File: src/rtl/ram_avalon_arb_if.sv
// rtl/ram_avalon_arb_if.sv - Avalon-MM signal bundle for the two-master RAM arbiter
interface ram_avalon_arb_if #(
  parameter int a_width = 7
);
  logic [a_width-1:0] m0_address, m1_address;
  logic               m0_read, m1_read;
  logic               m0_write, m1_write;
  logic [3:0]         m0_byteenable, m1_byteenable;
  logic [31:0]        m0_writedata, m1_writedata;
  logic               m0_waitrequest, m1_waitrequest;
  logic [31:0]        m0_readdata, m1_readdata;
  logic               m0_readdatavalid, m1_readdatavalid;

  logic [a_width-1:0] s_address;
  logic               s_chipselect;
  logic               s_write;
  logic [3:0]         s_byteenable;
  logic [31:0]        s_writedata;
  logic [31:0]        s_readdata;

  // Arbiter side: accepts master commands, drives the RAM port.
  modport slave (
    input  m0_address, m1_address, m0_read, m1_read, m0_write, m1_write,
    input  m0_byteenable, m1_byteenable, m0_writedata, m1_writedata,
    output m0_waitrequest, m1_waitrequest, m0_readdata, m1_readdata,
    output m0_readdatavalid, m1_readdatavalid,
    output s_address, s_chipselect, s_write, s_byteenable, s_writedata,
    input  s_readdata
  );

  // Environment side: masters plus the RAM itself.
  modport master (
    output m0_address, m1_address, m0_read, m1_read, m0_write, m1_write,
    output m0_byteenable, m1_byteenable, m0_writedata, m1_writedata,
    input  m0_waitrequest, m1_waitrequest, m0_readdata, m1_readdata,
    input  m0_readdatavalid, m1_readdatavalid,
    input  s_address, s_chipselect, s_write, s_byteenable, s_writedata,
    output s_readdata
  );
endinterface

File: src/rtl/ram_avalon_arb.sv
// rtl/ram_avalon_arb.sv - two-master arbiter in front of a single-port Avalon RAM
module ram_avalon_arb #(
  parameter int a_width    = 7,
  parameter bit rr_en      = 1'b1,
  parameter int starve_lim = 8
) (
  input logic             clk,
  input logic             resetn,
  ram_avalon_arb_if.slave bus
);
  logic               req0, req1;
  logic               gnt_vld, gnt_id, gnt_wr;
  logic               lg, rv, rown;
  logic [7:0]         sc;
  logic               starved;
  logic [a_width-1:0] sel_addr;
  logic [3:0]         sel_be;
  logic [31:0]        sel_wd;

  assign req0    = bus.m0_read | bus.m0_write;
  assign req1    = bus.m1_read | bus.m1_write;
  assign starved = (sc == 8'(starve_lim));

  // Grant is purely combinational so a lone requester is accepted with zero wait.
  always_comb begin
    gnt_vld = req0 | req1;
    gnt_id  = 1'b0;
    if (req0 && req1) begin
      if (rr_en) gnt_id = ~lg;
      else       gnt_id = starved;
    end else if (req1) begin
      gnt_id = 1'b1;
    end
  end

  always_comb begin
    gnt_wr   = gnt_id ? bus.m1_write      : bus.m0_write;
    sel_addr = gnt_id ? bus.m1_address    : bus.m0_address;
    sel_be   = gnt_id ? bus.m1_byteenable : bus.m0_byteenable;
    sel_wd   = gnt_id ? bus.m1_writedata  : bus.m0_writedata;
  end

  assign bus.m0_waitrequest = req0 & gnt_id;
  assign bus.m1_waitrequest = req1 & ~gnt_id;

  assign bus.s_chipselect = gnt_vld;
  assign bus.s_write      = gnt_vld & gnt_wr;
  assign bus.s_address    = gnt_vld ? sel_addr : {a_width{1'b0}};
  assign bus.s_byteenable = gnt_vld ? sel_be   : 4'h0;
  assign bus.s_writedata  = gnt_vld ? sel_wd   : 32'h0;

  always_ff @(posedge clk or negedge resetn) begin
    if (!resetn) begin
      lg   <= 1'b1;
      sc   <= 8'h00;
      rv   <= 1'b0;
      rown <= 1'b0;
    end else begin
      if (gnt_vld) lg <= gnt_id;
      rv <= gnt_vld & ~gnt_wr;
      if (gnt_vld && !gnt_wr) rown <= gnt_id;
      // Count consecutive stalled cycles of master 1; saturate rather than wrap.
      if (req1 && !gnt_id) begin
        if (sc != 8'hff) sc <= sc + 8'd1;
      end else begin
        sc <= 8'h00;
      end
    end
  end

  assign bus.m0_readdatavalid = rv & ~rown;
  assign bus.m1_readdatavalid = rv & rown;
  assign bus.m0_readdata      = bus.s_readdata;
  assign bus.m1_readdata      = bus.s_readdata;
endmodule

File: src/flat_wrapper.sv
// flat-port wrapper written by rule: the top's interface ports become plain ports
module ram_avalon_arb_flat 
#(
  parameter int a_width    = 7,
  parameter bit rr_en      = 1'b1,
  parameter int starve_lim = 8
)
  (clk, resetn, bus_m0_address, bus_m1_address, bus_m0_read, bus_m1_read, bus_m0_write, bus_m1_write, bus_m0_byteenable, bus_m1_byteenable, bus_m0_writedata, bus_m1_writedata, bus_m0_waitrequest, bus_m1_waitrequest, bus_m0_readdata, bus_m1_readdata, bus_m0_readdatavalid, bus_m1_readdatavalid, bus_s_address, bus_s_chipselect, bus_s_write, bus_s_byteenable, bus_s_writedata, bus_s_readdata);
  ram_avalon_arb_if #(.a_width(a_width)) bus_i ();
  input logic clk;
  input logic resetn;
  input wire logic [$bits(bus_i.m0_address)-1:0] bus_m0_address;
  input wire logic [$bits(bus_i.m1_address)-1:0] bus_m1_address;
  input wire logic [$bits(bus_i.m0_read)-1:0] bus_m0_read;
  input wire logic [$bits(bus_i.m1_read)-1:0] bus_m1_read;
  input wire logic [$bits(bus_i.m0_write)-1:0] bus_m0_write;
  input wire logic [$bits(bus_i.m1_write)-1:0] bus_m1_write;
  input wire logic [$bits(bus_i.m0_byteenable)-1:0] bus_m0_byteenable;
  input wire logic [$bits(bus_i.m1_byteenable)-1:0] bus_m1_byteenable;
  input wire logic [$bits(bus_i.m0_writedata)-1:0] bus_m0_writedata;
  input wire logic [$bits(bus_i.m1_writedata)-1:0] bus_m1_writedata;
  output wire logic [$bits(bus_i.m0_waitrequest)-1:0] bus_m0_waitrequest;
  output wire logic [$bits(bus_i.m1_waitrequest)-1:0] bus_m1_waitrequest;
  output wire logic [$bits(bus_i.m0_readdata)-1:0] bus_m0_readdata;
  output wire logic [$bits(bus_i.m1_readdata)-1:0] bus_m1_readdata;
  output wire logic [$bits(bus_i.m0_readdatavalid)-1:0] bus_m0_readdatavalid;
  output wire logic [$bits(bus_i.m1_readdatavalid)-1:0] bus_m1_readdatavalid;
  output wire logic [$bits(bus_i.s_address)-1:0] bus_s_address;
  output wire logic [$bits(bus_i.s_chipselect)-1:0] bus_s_chipselect;
  output wire logic [$bits(bus_i.s_write)-1:0] bus_s_write;
  output wire logic [$bits(bus_i.s_byteenable)-1:0] bus_s_byteenable;
  output wire logic [$bits(bus_i.s_writedata)-1:0] bus_s_writedata;
  input wire logic [$bits(bus_i.s_readdata)-1:0] bus_s_readdata;
  assign bus_i.m0_address = bus_m0_address;
  assign bus_i.m1_address = bus_m1_address;
  assign bus_i.m0_read = bus_m0_read;
  assign bus_i.m1_read = bus_m1_read;
  assign bus_i.m0_write = bus_m0_write;
  assign bus_i.m1_write = bus_m1_write;
  assign bus_i.m0_byteenable = bus_m0_byteenable;
  assign bus_i.m1_byteenable = bus_m1_byteenable;
  assign bus_i.m0_writedata = bus_m0_writedata;
  assign bus_i.m1_writedata = bus_m1_writedata;
  assign bus_m0_waitrequest = bus_i.m0_waitrequest;
  assign bus_m1_waitrequest = bus_i.m1_waitrequest;
  assign bus_m0_readdata = bus_i.m0_readdata;
  assign bus_m1_readdata = bus_i.m1_readdata;
  assign bus_m0_readdatavalid = bus_i.m0_readdatavalid;
  assign bus_m1_readdatavalid = bus_i.m1_readdatavalid;
  assign bus_s_address = bus_i.s_address;
  assign bus_s_chipselect = bus_i.s_chipselect;
  assign bus_s_write = bus_i.s_write;
  assign bus_s_byteenable = bus_i.s_byteenable;
  assign bus_s_writedata = bus_i.s_writedata;
  assign bus_i.s_readdata = bus_s_readdata;
  ram_avalon_arb #(.a_width(a_width), .rr_en(rr_en), .starve_lim(starve_lim)) u_core (.clk(clk), .resetn(resetn), .bus(bus_i));
endmodule
File: config.mk
export PLATFORM = sky130hd
export DESIGN_NAME = ram_avalon_arb_flat
export DESIGN_NICKNAME = d
export VERILOG_FILES = /design/src/rtl/ram_avalon_arb_if.sv /design/src/rtl/ram_avalon_arb.sv /design/src/flat_wrapper.sv
export SDC_FILE = /design/constraint.sdc
export NUM_CORES = 1
export LEC_CHECK = 0
export BUFFER_PORTS_ARGS = -buffer_cell sky130_fd_sc_hd__buf_2
export CAP_MARGIN = 5
export CORE_AREA = 2 2 92 94
export DETAILED_ROUTE_END_ITERATION = 10
export DIE_AREA = 0 0 94 96
export GPL_TIMING_DRIVEN = 0
export HOLD_SLACK_MARGIN = 0.06
export RECOVER_POWER = 100
export SLEW_MARGIN = 0
export SYNTH_ARGS = -nofsm -noshare
export SYNTH_HDL_FRONTEND = slang
export SYNTH_SLANG_ARGS = --single-unit
File: constraint.sdc
create_clock -name clk -period 1.7 [get_ports clk]
set_input_delay 0.17 -clock clk [delete_from_list [all_inputs] [get_ports clk]]
set_output_delay 0.17 -clock clk [all_outputs]
set_load 0.01 [all_outputs]
==> impl_results.md, run 1 <==
* Status: complete, but fails checks
* Failing checks: negative setup slack
* Final WL at 4.76 mm
* R2r worst-path depth at 4
* Drt pass-1 iters at 4
* Total CTS buffers at 3
* Sequential share of power at 0.075
* Vias in the first global route at 1,476
* Gr usage total at 0.0845
* Die area at 9020 um2
* Global route total overflow at 0
* Max-cap violations at 0
* Worst Tran Pin Value at 0.328 ns
* Reg2Reg Setup Slack at 0.46 ns
* Slew Limit Fails at 0
* Largest net degree at the start of global routing at 11
* Worst vdd ir at 0.000311 V
* Global placer's final weighted congestion at 0.715
* Layout cells sized above 1 at 0.621
* Post-synth EDFFs at 0
* Hold Slack at 0.254 ns
* 1st-iter DRT viols at 29
* Fillers at 922
* Die Wd at 94 um
* Setup Viol. Count Final at 26
* Multi-input logic area at 510 um2
* Worst setup path startpoint: u_core.lg
* Post-synthesis xor/xnor area fraction at 0
* P_sw at 0.529 mW
* Worst-skew pair later-pin latency at 0.22 ns
* Placed cell count at 449
* Yosys top cell by area: buf_4
* Max Clk Rate at 0.579 GHz
* Top FF cell, synth: dfrtp_1
* Sequential share of the synthesized area at 0.0658
* Clk sinks at 3
* Mux contribution to synthesized area at 0
* First-pass GRT wire length at 6.27 mm
* DP Wirelength at 4.09 mm
* Slack of the critical path at -0.0257 ns
* Min-delay worst type: input pin to flop
* DRT met1 WL at 1.72 mm
* Clk slew on worst S/H paths at 0.03 ns
* Nets@finish at 479
* Synthesis warning total at 0
* Vias at 1,760
* Mean area per synthesized cell at 8.28 um2
* Antenna Diode Count at 0
* Reg2reg end: u_core.rv
* Critical Path Source Type: flop
* PD cells at 571 nW/um2
* Register area at 76.3 um2
* # port buffers at 204
* Final std cells w/o fill at 459
* Mapped Nets at 264
* Crit path max-delay cell type: dfstp_2
* List of most frequent post-synthesis cells: buf_4 (68), a22o_1 (43), buf_6 (5), nor2_1 (3)
* DIE HEIGHT at 96 um
* Top-Level Pins at 237
* Leak at 1.31 nW
* Via density at 3.83
* TritonCTS clock tree: built
* Switching part of the total power at 0.392
* HP Start: bus_m1_read
* Core Box Area at 8050 um2
* Max incr delay on CP at 0.57 ns
* Synthesized instance count at 140
* Layout area overhead at 104%
* CP Data Arrival Time at 1.56 ns
* Fin crit period at 1.73 ns
* Starting Density at 0.144
* Setup TNS at -0.288 ns
* Clock Skew at 0.00308 ns
* Comb power frac at 0.770
* Post-synthesis adder-cell area fraction at 0
* Routed WL per cell at 10.4 um
* Mapped Area at 1160 um2
* FP Rows at 33
* CP cell instances: o21ai_4 > nor2b_4 > buf_2 > a22o_1 > buf_2
* Cell Int Power at 0.820 mW
* Hold Path Depth at 2
* Ys async rst share at 1.00
* H-Tree Depth at 1
* Crit Reg-Reg Startpoint: u_core.lg
* WP data required at 1.53 ns
* Worst path buffer plus inverter count at 2
* Met2 wire length at 2.56 mm
* CP most frequent cell: buf_2
* Top delay family on crit path: flip-flops
* Hold EP: u_core.lg
* Endpoint type of the worst setup path: output pin
* Crit Path Max Fanout at 8
* Synth top area cells: buf_4 (44%), a22o_1 (32%), buf_6 (4.9%)
* Initial antenna violation count at 0
* Final core occ at 0.294
* Hold Fails Final Rpt at 0
* DRC Markers at 0
* CTS root buffer: clkbuf_8
* Main combinational cell family by area after synthesis: buffers and inverters
* Most frequent cell after synthesis: buf_4
* Critical path class: flop to output pin
* Unrepaired setup endpoints after global routing: yes
* Clk pwr share at 0.155
* Rel. slew slack at 0.781
* Distinct cells, synth at 21
* Compound-gate portion of the synthesized area at 0.379
* Top Metal Used: met4
* Post-route ant nets at 0
* FF+latch count, synth at 3
* Final period util at 1.02
* Met3 Wirelength at 462 um
* Post-synth top area share at 0.440
* Post-Synth Simple-Gate Area at 0.0550
* Max clock buf depth at 2
final cells by class:
class / instances / area share
Inverter: 1 / 0.00159
Tap cell: 105 / 0.0556
Sequential cell: 3 / 0.0323
Clock buffer: 4 / 0.0190
Multi-Input combinational cell: 61 / 0.216
Timing Repair Buffer: 212 / 0.425
Buffer: 73 / 0.251
sequential cells by signal (all words and copies together) (netlist names):
| register | count |
|---|---|
| u_core.lg | 1 |
| u_core.rown | 1 |
| u_core.rv | 1 |
how the worst max path moves through the flow:
| stage | end | slack (ns) | cells after the start |
|---|---|---|---|
| 2_1_floorplan | bus_s_address[0] | 0.18 | 6 |
| 3_3_place_gp | bus_s_writedata[29] | -0.007 | 7 |
| 3_5_place_dp | bus_s_byteenable[2] | -0.04 | 7 |
| 4_1_cts | bus_s_writedata[26] | -0.03 | 5 |
| 5_1_grt | bus_s_writedata[1] | -0.08 | 5 |
| 6_report | bus_s_writedata[3] | -0.03 | 5 |
placed cells by master (no fill, tap or decap), drive strengths merged:
cell type,instances
a21oi,2
nand2b,1
o32a,1
buf,213
nor2,4
and2,1
clkbuf,75
nor3,1
nand2,1
o22a,2
nor2b,2
o31a,1
dlygate4sd3,1
a22o,43
a21boi,1
o21ai,1
dfrtp,2
inv,1
dfstp,1
metal layers:
layer  track usage  vias to the layer above
met5             0                        -
met1        0.0972                      772
met4       0.00966                        0
met3        0.0180                        2
li1              -                      875
met2         0.164                      111
power groups by stage:
stage          Sequential [mW]  Combinational (mW)  Clock (mW)
2_1_floorplan           0.0926               0.606           0
3_3_place_gp            0.0943               0.999           0
3_5_place_dp            0.0948                1.01           0
4_1_cts                  0.100                1.05       0.215
5_1_grt                  0.102                1.14       0.224
6_report                 0.101                1.04       0.210
kinds of logic (layout without fill, tap and decap cells):
logic type,after synthesis,after routing
AO/OA/AOI/OAI,51,51
flip-flops,3,3
buffers and inverters,76,290
AND/OR/NAND/NOR,10,10
per-stage QoR:
stage	power, mW	setup slack [ns]	area [um2]
floorplan	0.699	0.184	1160
CTS	1.36	-0.0333	2420
global route	1.46	-0.0791	2360
finish	1.35	-0.0257	2360
global placement	1.09	-0.00671	2310
detailed placement	1.10	-0.0393	2310
repair_timing:
| action | 4_1_cts | 5_1_grt |
|---|---|---|
| setup buffers | 3 | 1 |
| hold buffers | 1 | 0 |
| gates resized for setup | 8 | 6 |
| hold endpoints to repair | 3 | 0 |
| gates cloned | 2 | 1 |
| endpoints found under the setup margin | 43 | 43 |
| pin swaps | 10 | 5 |
Power figures use the tool's default switching activity.
==> run 2, diff against run 1 <==
- PLACE_DENSITY_LB_ADDON: not set -> 0.2
==> run 2 against run 1 <==
Setup slack better by 0.030 ns. Hold slack worse by 0.0012 ns. Count of clock-buffer cells in the layout unchanged. Critical path depth unchanged. The flow now finishes without violations. Register-to-register slack better by 0.05 ns. First-iteration DRC count down 34%. Design area down 0.53%. Largest power group unchanged. Sequential share of layout area about the same. Fmax up 1.8%. Critical path type unchanged. Clock power down 2%. Clock skew about the same. Non-clock buffer count down 2.
==> impl_results.md, run 2 (synthesis results as in run 1) <==
* Critical Path Source Type: flop
* 1st-iter DRT viols at 19
* Clock Skew at 0.00284 ns
* Final WL at 5.25 mm
* Setup Viol. Count Final at 0
* Vias in the first global route at 1,500
* Unrepaired setup endpoints after global routing: yes
* Clk pwr share at 0.153
* Status: completed
* Layout area overhead at 103%
* Core Box Area at 8050 um2
* Leak at 1.30 nW
* DIE HEIGHT at 96 um
* P_sw at 0.529 mW
* Commonest non-fill, non-tap cell in the layout: buf_2
* Slew Limit Fails at 0
* Fin crit period at 1.70 ns
* Clk slew on worst S/H paths at 0.03 ns
* H-Tree Depth at 1
* Layout cells sized above 1 at 0.622
* DP Wirelength at 4.59 mm
* Final period util at 0.998
* Min-delay worst type: input pin to flop
* DRC Markers at 0
* Comb power frac at 0.774
* PD cells at 572 nW/um2
* Most frequent cells in the layout: buf_2 (130), clkbuf_1 (71), buf_4 (68)
* Worst-skew pair later-pin latency at 0.21 ns
* CP Data Arrival Time at 1.53 ns
* Top-Level Pins at 237
* Starting Density at 0.144
* Cell Int Power at 0.815 mW
* WP data required at 1.53 ns
* TritonCTS clock tree: built
* Initial antenna violation count at 1
* Global placer's final weighted congestion at 0.675
* # port buffers at 204
* Worst vdd ir at 0.000269 V
* Slack of the critical path at 0.00403 ns
* Sequential share of power at 0.073
* Critical path class: flop to output pin
* Pre-CTS WS at -0.0367 ns
* Post-route ant nets at 0
* Largest net degree at the start of global routing at 11
* Fillers at 911
* Rel. slew slack at 0.781
* Final core occ at 0.292
* Antenna Diode Count at 0
* Max Clk Rate at 0.590 GHz
* Max clock buf depth at 2
* Endpoint type of the worst setup path: output pin
* Biggest regs: u_core.lg: 1 flops, u_core.rown: 1 flops, u_core.rv: 1 flops
* Global route total overflow at 0
* Switching part of the total power at 0.394
* Vias at 1,742
* Drt pass-1 iters at 3
* Clk sinks at 3
* Gr usage total at 0.0944
* Die Wd at 94 um
* Hold Fails Final Rpt at 0
* CTS root buffer: clkbuf_8
* Max-cap violations at 0
* FP Rows at 33
* Nets@finish at 477
* Total CTS buffers at 3
* Overall Power at 1.34 mW
* First-pass GRT wire length at 6.85 mm
* Via density at 3.81
* Worst Tran Pin Value at 0.328 ns
* Die area at 9020 um2
* Crit Path Max Fanout at 8
* Routed WL per cell at 11.5 um
[run 2: layout make-up]
| cell class | count | area, um2 | share of cell area |
|---|---|---|---|
| inverters | 1 | 3.75 | 0.00160 |
| well taps | 105 | 131 | 0.0559 |
| multi-input cells | 61 | 503 | 0.214 |
| plain buffers | 73 | 589 | 0.251 |
| repair buffers | 210 | 1000 | 0.427 |
| clock buffers | 4 | 45.0 | 0.0191 |
| flip-flops and latches | 3 | 76.3 | 0.0324 |
[run 2: final timing paths]
path,start,end,slack (ns),depth (start not counted)
setup reg to reg,u_core.lg,u_core.rv,0.51,4
setup / recovery,u_core.lg,bus_s_writedata[16],0.004,5
hold reg to reg,u_core.rown,u_core.rown,0.53,1
min in group asynchronous,resetn,u_core.rown,0.30,2
hold / removal,bus_m1_read,u_core.lg,0.25,2
max in group asynchronous,resetn,u_core.lg,1.18,2
[run 2: power by group through the flow]
stage	clock [mW]	sequential, mW	combinational, mW
floorplan	0	0.0926	0.606
global placement	0	0.0944	1.02
detailed placement	0	0.0947	1.02
CTS	0.208	0.0988	1.06
global route	0.219	0.101	1.14
finish	0.206	0.0987	1.04
[run 2: layer usage]
layer  global-route usage  part of all wire  wire length (um)
met4               0.0145            0.0038                20
met5                    0            0.0030                16
met1                0.104              0.35              1850
met2                0.180              0.51              2700
met3               0.0305              0.13               666
[run 2: per-stage QoR]
stage / cells / hold slack (ns) / cell area, um2 / TNS (ns)
after floorplan: 140 / -0.126 / 1160 / 0
after global placement: 449 / -0.0323 / 2310 / -0.141
after detailed placement: 449 / -0.0317 / 2310 / -0.220
after CTS: 457 / 0.247 / 2410 / -0.150
after global routing: 457 / 0.272 / 2350 / -1.49
final: 457 / 0.253 / 2350 / 0
[run 2: worst max-delay path, cell delays in order, from the launching register on]
cell and delay (ns):
dfstp_2 0.55, o21ai_2 0.06, nor2b_4 0.17, buf_6 0.15
a22o_1 0.24, buf_2 0.14
[run 2: what timing repair did]
item / 4_1_cts / 5_1_grt
buffers inserted: 3 / 0
cloned: 2 / 0
setup endpoints to repair: 43 / 42
endpoints found under the hold margin: 3 / 0
pin swaps: 6 / 12
hold buffers: 1 / 0
gates resized for setup: 6 / 8
==> run 3, diff against run 2 <==
- ABC_AREA: not set -> 1
==> run 3 against run 2 <==
Sequential cell count did not move. Global-route usage rose by 0.72 points. Register-to-register slack got worse by 0.15 ns. Setup slack improved by 0.054 ns. Count of clock-buffer cells in the layout did not move. Die area did not move. Synthesized cell count rose by 64%. Largest cell class unchanged. Highest routed layer is now met4.
==> impl_results.md, run 3 <==
* 1st-iter DRT viols at 26
* Most frequent cell after synthesis: nor2_1
* Reg2reg end: u_core.rown
* Via density at 3.74
* Die area at 9020 um2
* Top FF cell, synth: dfrtp_1
* Ys async rst share at 1.00
* Max Clk Rate at 0.609 GHz
* Max clock buf depth at 2
* Global route total overflow at 0
* Min-delay worst type: input pin to async pin
* Vias in the first global route at 1,647
* TritonCTS clock tree: built
* Top-Level Pins at 237
* Distinct cells, synth at 20
* Slew Limit Fails at 0
* Rel. slew slack at 0.734
* First-pass GRT wire length at 7.45 mm
* Clk slew on worst S/H paths at 0.03 ns
* Hold Slack at 0.306 ns
* Routed WL per cell at 10.4 um
* Critical Path Source Type: flop
* Global placer's final weighted congestion at 0.680
* WP data required at 1.53 ns
* Post-synth EDFFs at 0
* Max-cap violations at 0
* DIE HEIGHT at 96 um
* Nets@finish at 574
* Leak at 1.42 nW
* Antenna Diode Count at 0
* Post-synth top area share at 0.368
* Worst-skew pair later-pin latency at 0.22 ns
* CP most frequent cell: nor2_1
* Total CTS buffers at 3
* Setup Viol. Count Final at 0
* Fillers at 957
* Core Box Area at 8050 um2
* Most frequent cells in the layout: buf_2 (138), nor2_1 (73), clkbuf_1 (71)
* CP Data Arrival Time at 1.47 ns
* Sequential share of the synthesized area at 0.0585
* Vias at 2,071
* Hold Fails Final Rpt at 0
* Unrepaired setup endpoints after global routing: yes
* DRC Markers at 0
* Status: completed
* H-Tree Depth at 1
* Yosys top cell by area: buf_4
* Final WL at 5.77 mm
* Clk sinks at 3
* Synthesized instance count at 230
* Commonest non-fill, non-tap cell in the layout: buf_2
* Worst Tran Pin Value at 0.399 ns
* Max incr delay on CP at 0.54 ns
* Mean area per synthesized cell at 5.67 um2
* Synthesis warning total at 0
* Gr usage total at 0.102
* CTS root buffer: clkbuf_8
* Die Wd at 94 um
* List of most frequent post-synthesis cells: nor2_1 (89), buf_4 (64), o21ai_0 (37), nand2_1 (6), o21ai_1 (6)
* PD cells at 551 nW/um2
* Crit Reg-Reg Startpoint: u_core.lg
* Crit path max-delay cell type: dfstp_2
* # port buffers at 204
* Overall Power at 1.45 mW
* Layout area overhead at 102%
* Initial antenna violation count at 0
* Critical path class: flop to output pin
* FF+latch count, synth at 3
* Biggest regs: u_core.lg: 1 flops, u_core.rown: 1 flops, u_core.rv: 1 flops
* Fin crit period at 1.64 ns
* Clock Skew at 0.000984 ns
* Crit Path Max Fanout at 10
* CP cell instances: o21ai_4 > nand2_8 > inv_8 > buf_8 > nor2_1 > nor2_1 > buf_2
* Synth top area cells: buf_4 (37%), nor2_1 (26%), o21ai_0 (14%)
* FP Rows at 33
* Post-route ant nets at 0
* Worst vdd ir at 0.000573 V
* Largest net degree at the start of global routing at 11
* Layout cells sized above 1 at 0.552
* Mapped Nets at 354
* Final period util at 0.966
* DP Wirelength at 4.66 mm
* Setup TNS at 0 ns
* Starting Density at 0.162
* Endpoint type of the worst setup path: output pin
* R2r worst-path depth at 7
* Drt pass-1 iters at 5
* Reg2Reg Setup Slack at 0.36 ns
* Mapped Area at 1310 um2
==> run 3: cell types whose count changed in the layout (fill, tap and decap cells not counted), moves of 3 or more <==
cell	delta
clkbuf_8	+3
buf_6	-8
nor2_1	+70
o21ai_1	+17
nor2_2	+16
o21ai_0	+25
a22o_1	-43
buf_2	+8
nand2_1	+5
==> run 3: cells by family (layout without fill, tap and decap cells) <==
group | count (synthesis) | in the layout | synth area share
AO/OA/AOI/OAI | 45 | 45 | 0.183
buffers and inverters | 81 | 299 | 0.447
flip-flops | 3 | 3 | 0.0585
AND/OR/NAND/NOR | 101 | 102 | 0.312
==> run 3: worst max path at each step <==
stage                          endpoint      start  slack [ns]
floorplan           bus_s_writedata[21]  u_core.lg        0.39
global route        bus_s_writedata[16]  u_core.lg       -0.04
finish               bus_s_writedata[7]  u_core.lg        0.06
global placement    bus_s_writedata[22]  u_core.lg        0.14
CTS                 bus_s_writedata[17]  u_core.lg       -0.02
detailed placement  bus_s_writedata[22]  u_core.lg        0.12
==> run 3: power by group <==
group / internal, mW / total, mW / leakage [nW] / switching (mW)
registers: 0.0907 / 0.104 / 0.0345 / 0.0130
clock network: 0.160 / 0.209 / 0.0228 / 0.0491
logic: 0.566 / 1.14 / 1.36 / 0.574
total: 0.817 / 1.45 / 1.42 / 0.636
==> run 3: final cells by class <==
class                           count  area (um2)  area share
Multi-Input combinational cell    147         714       0.271
Buffer                             76         616       0.233
Inverter                            5        26.3     0.00996
Timing Repair Buffer              214        1030       0.390
Sequential cell                     3        76.3      0.0289
Clock buffer                        4        45.0      0.0171
Tap cell                          105         131      0.0498
==> run 3: timing repair <==
item,in CTS,in global routing
hold buffers,1,0
setup endpoints to repair,39,41
cloned,4,0
hold endpoints to repair,3,0
pin swaps,4,6
setup buffers,5,1
resized for setup,30,23
==> run 3: through the flow <==
step / cells / area, um2 / util / worst slack, ns
after floorplan: 230 / 1310 / - / 0.391
after global placement: 539 / 2460 / 0.305 / 0.142
after detailed placement: 539 / 2460 / 0.305 / 0.121
after CTS: 553 / 2660 / 0.330 / -0.0224
after global routing: 554 / 2640 / 0.328 / -0.0433
final: 554 / 2640 / 0.328 / 0.0577
==> run 3: metal layers <==
| layer | track usage | part of all wire | vias up |
|---|---|---|---|
| li1 | - | - | 1099 |
| met1 | 0.119 | 0.38 | 857 |
| met2 | 0.195 | 0.52 | 113 |
| met3 | 0.0196 | 0.097 | 2 |
| met4 | 0.0133 | 0.0033 | 0 |
| met5 | 0 | 0 | - |
==> run 3: critical path: cells and delay by family, from the launching register on <==
kind	cells	cell delay [ns]
flip-flops	1	0.54
buffers and inverters	3	0.35
AND/OR/NAND/NOR	3	0.26
AO/OA/AOI/OAI	1	0.09
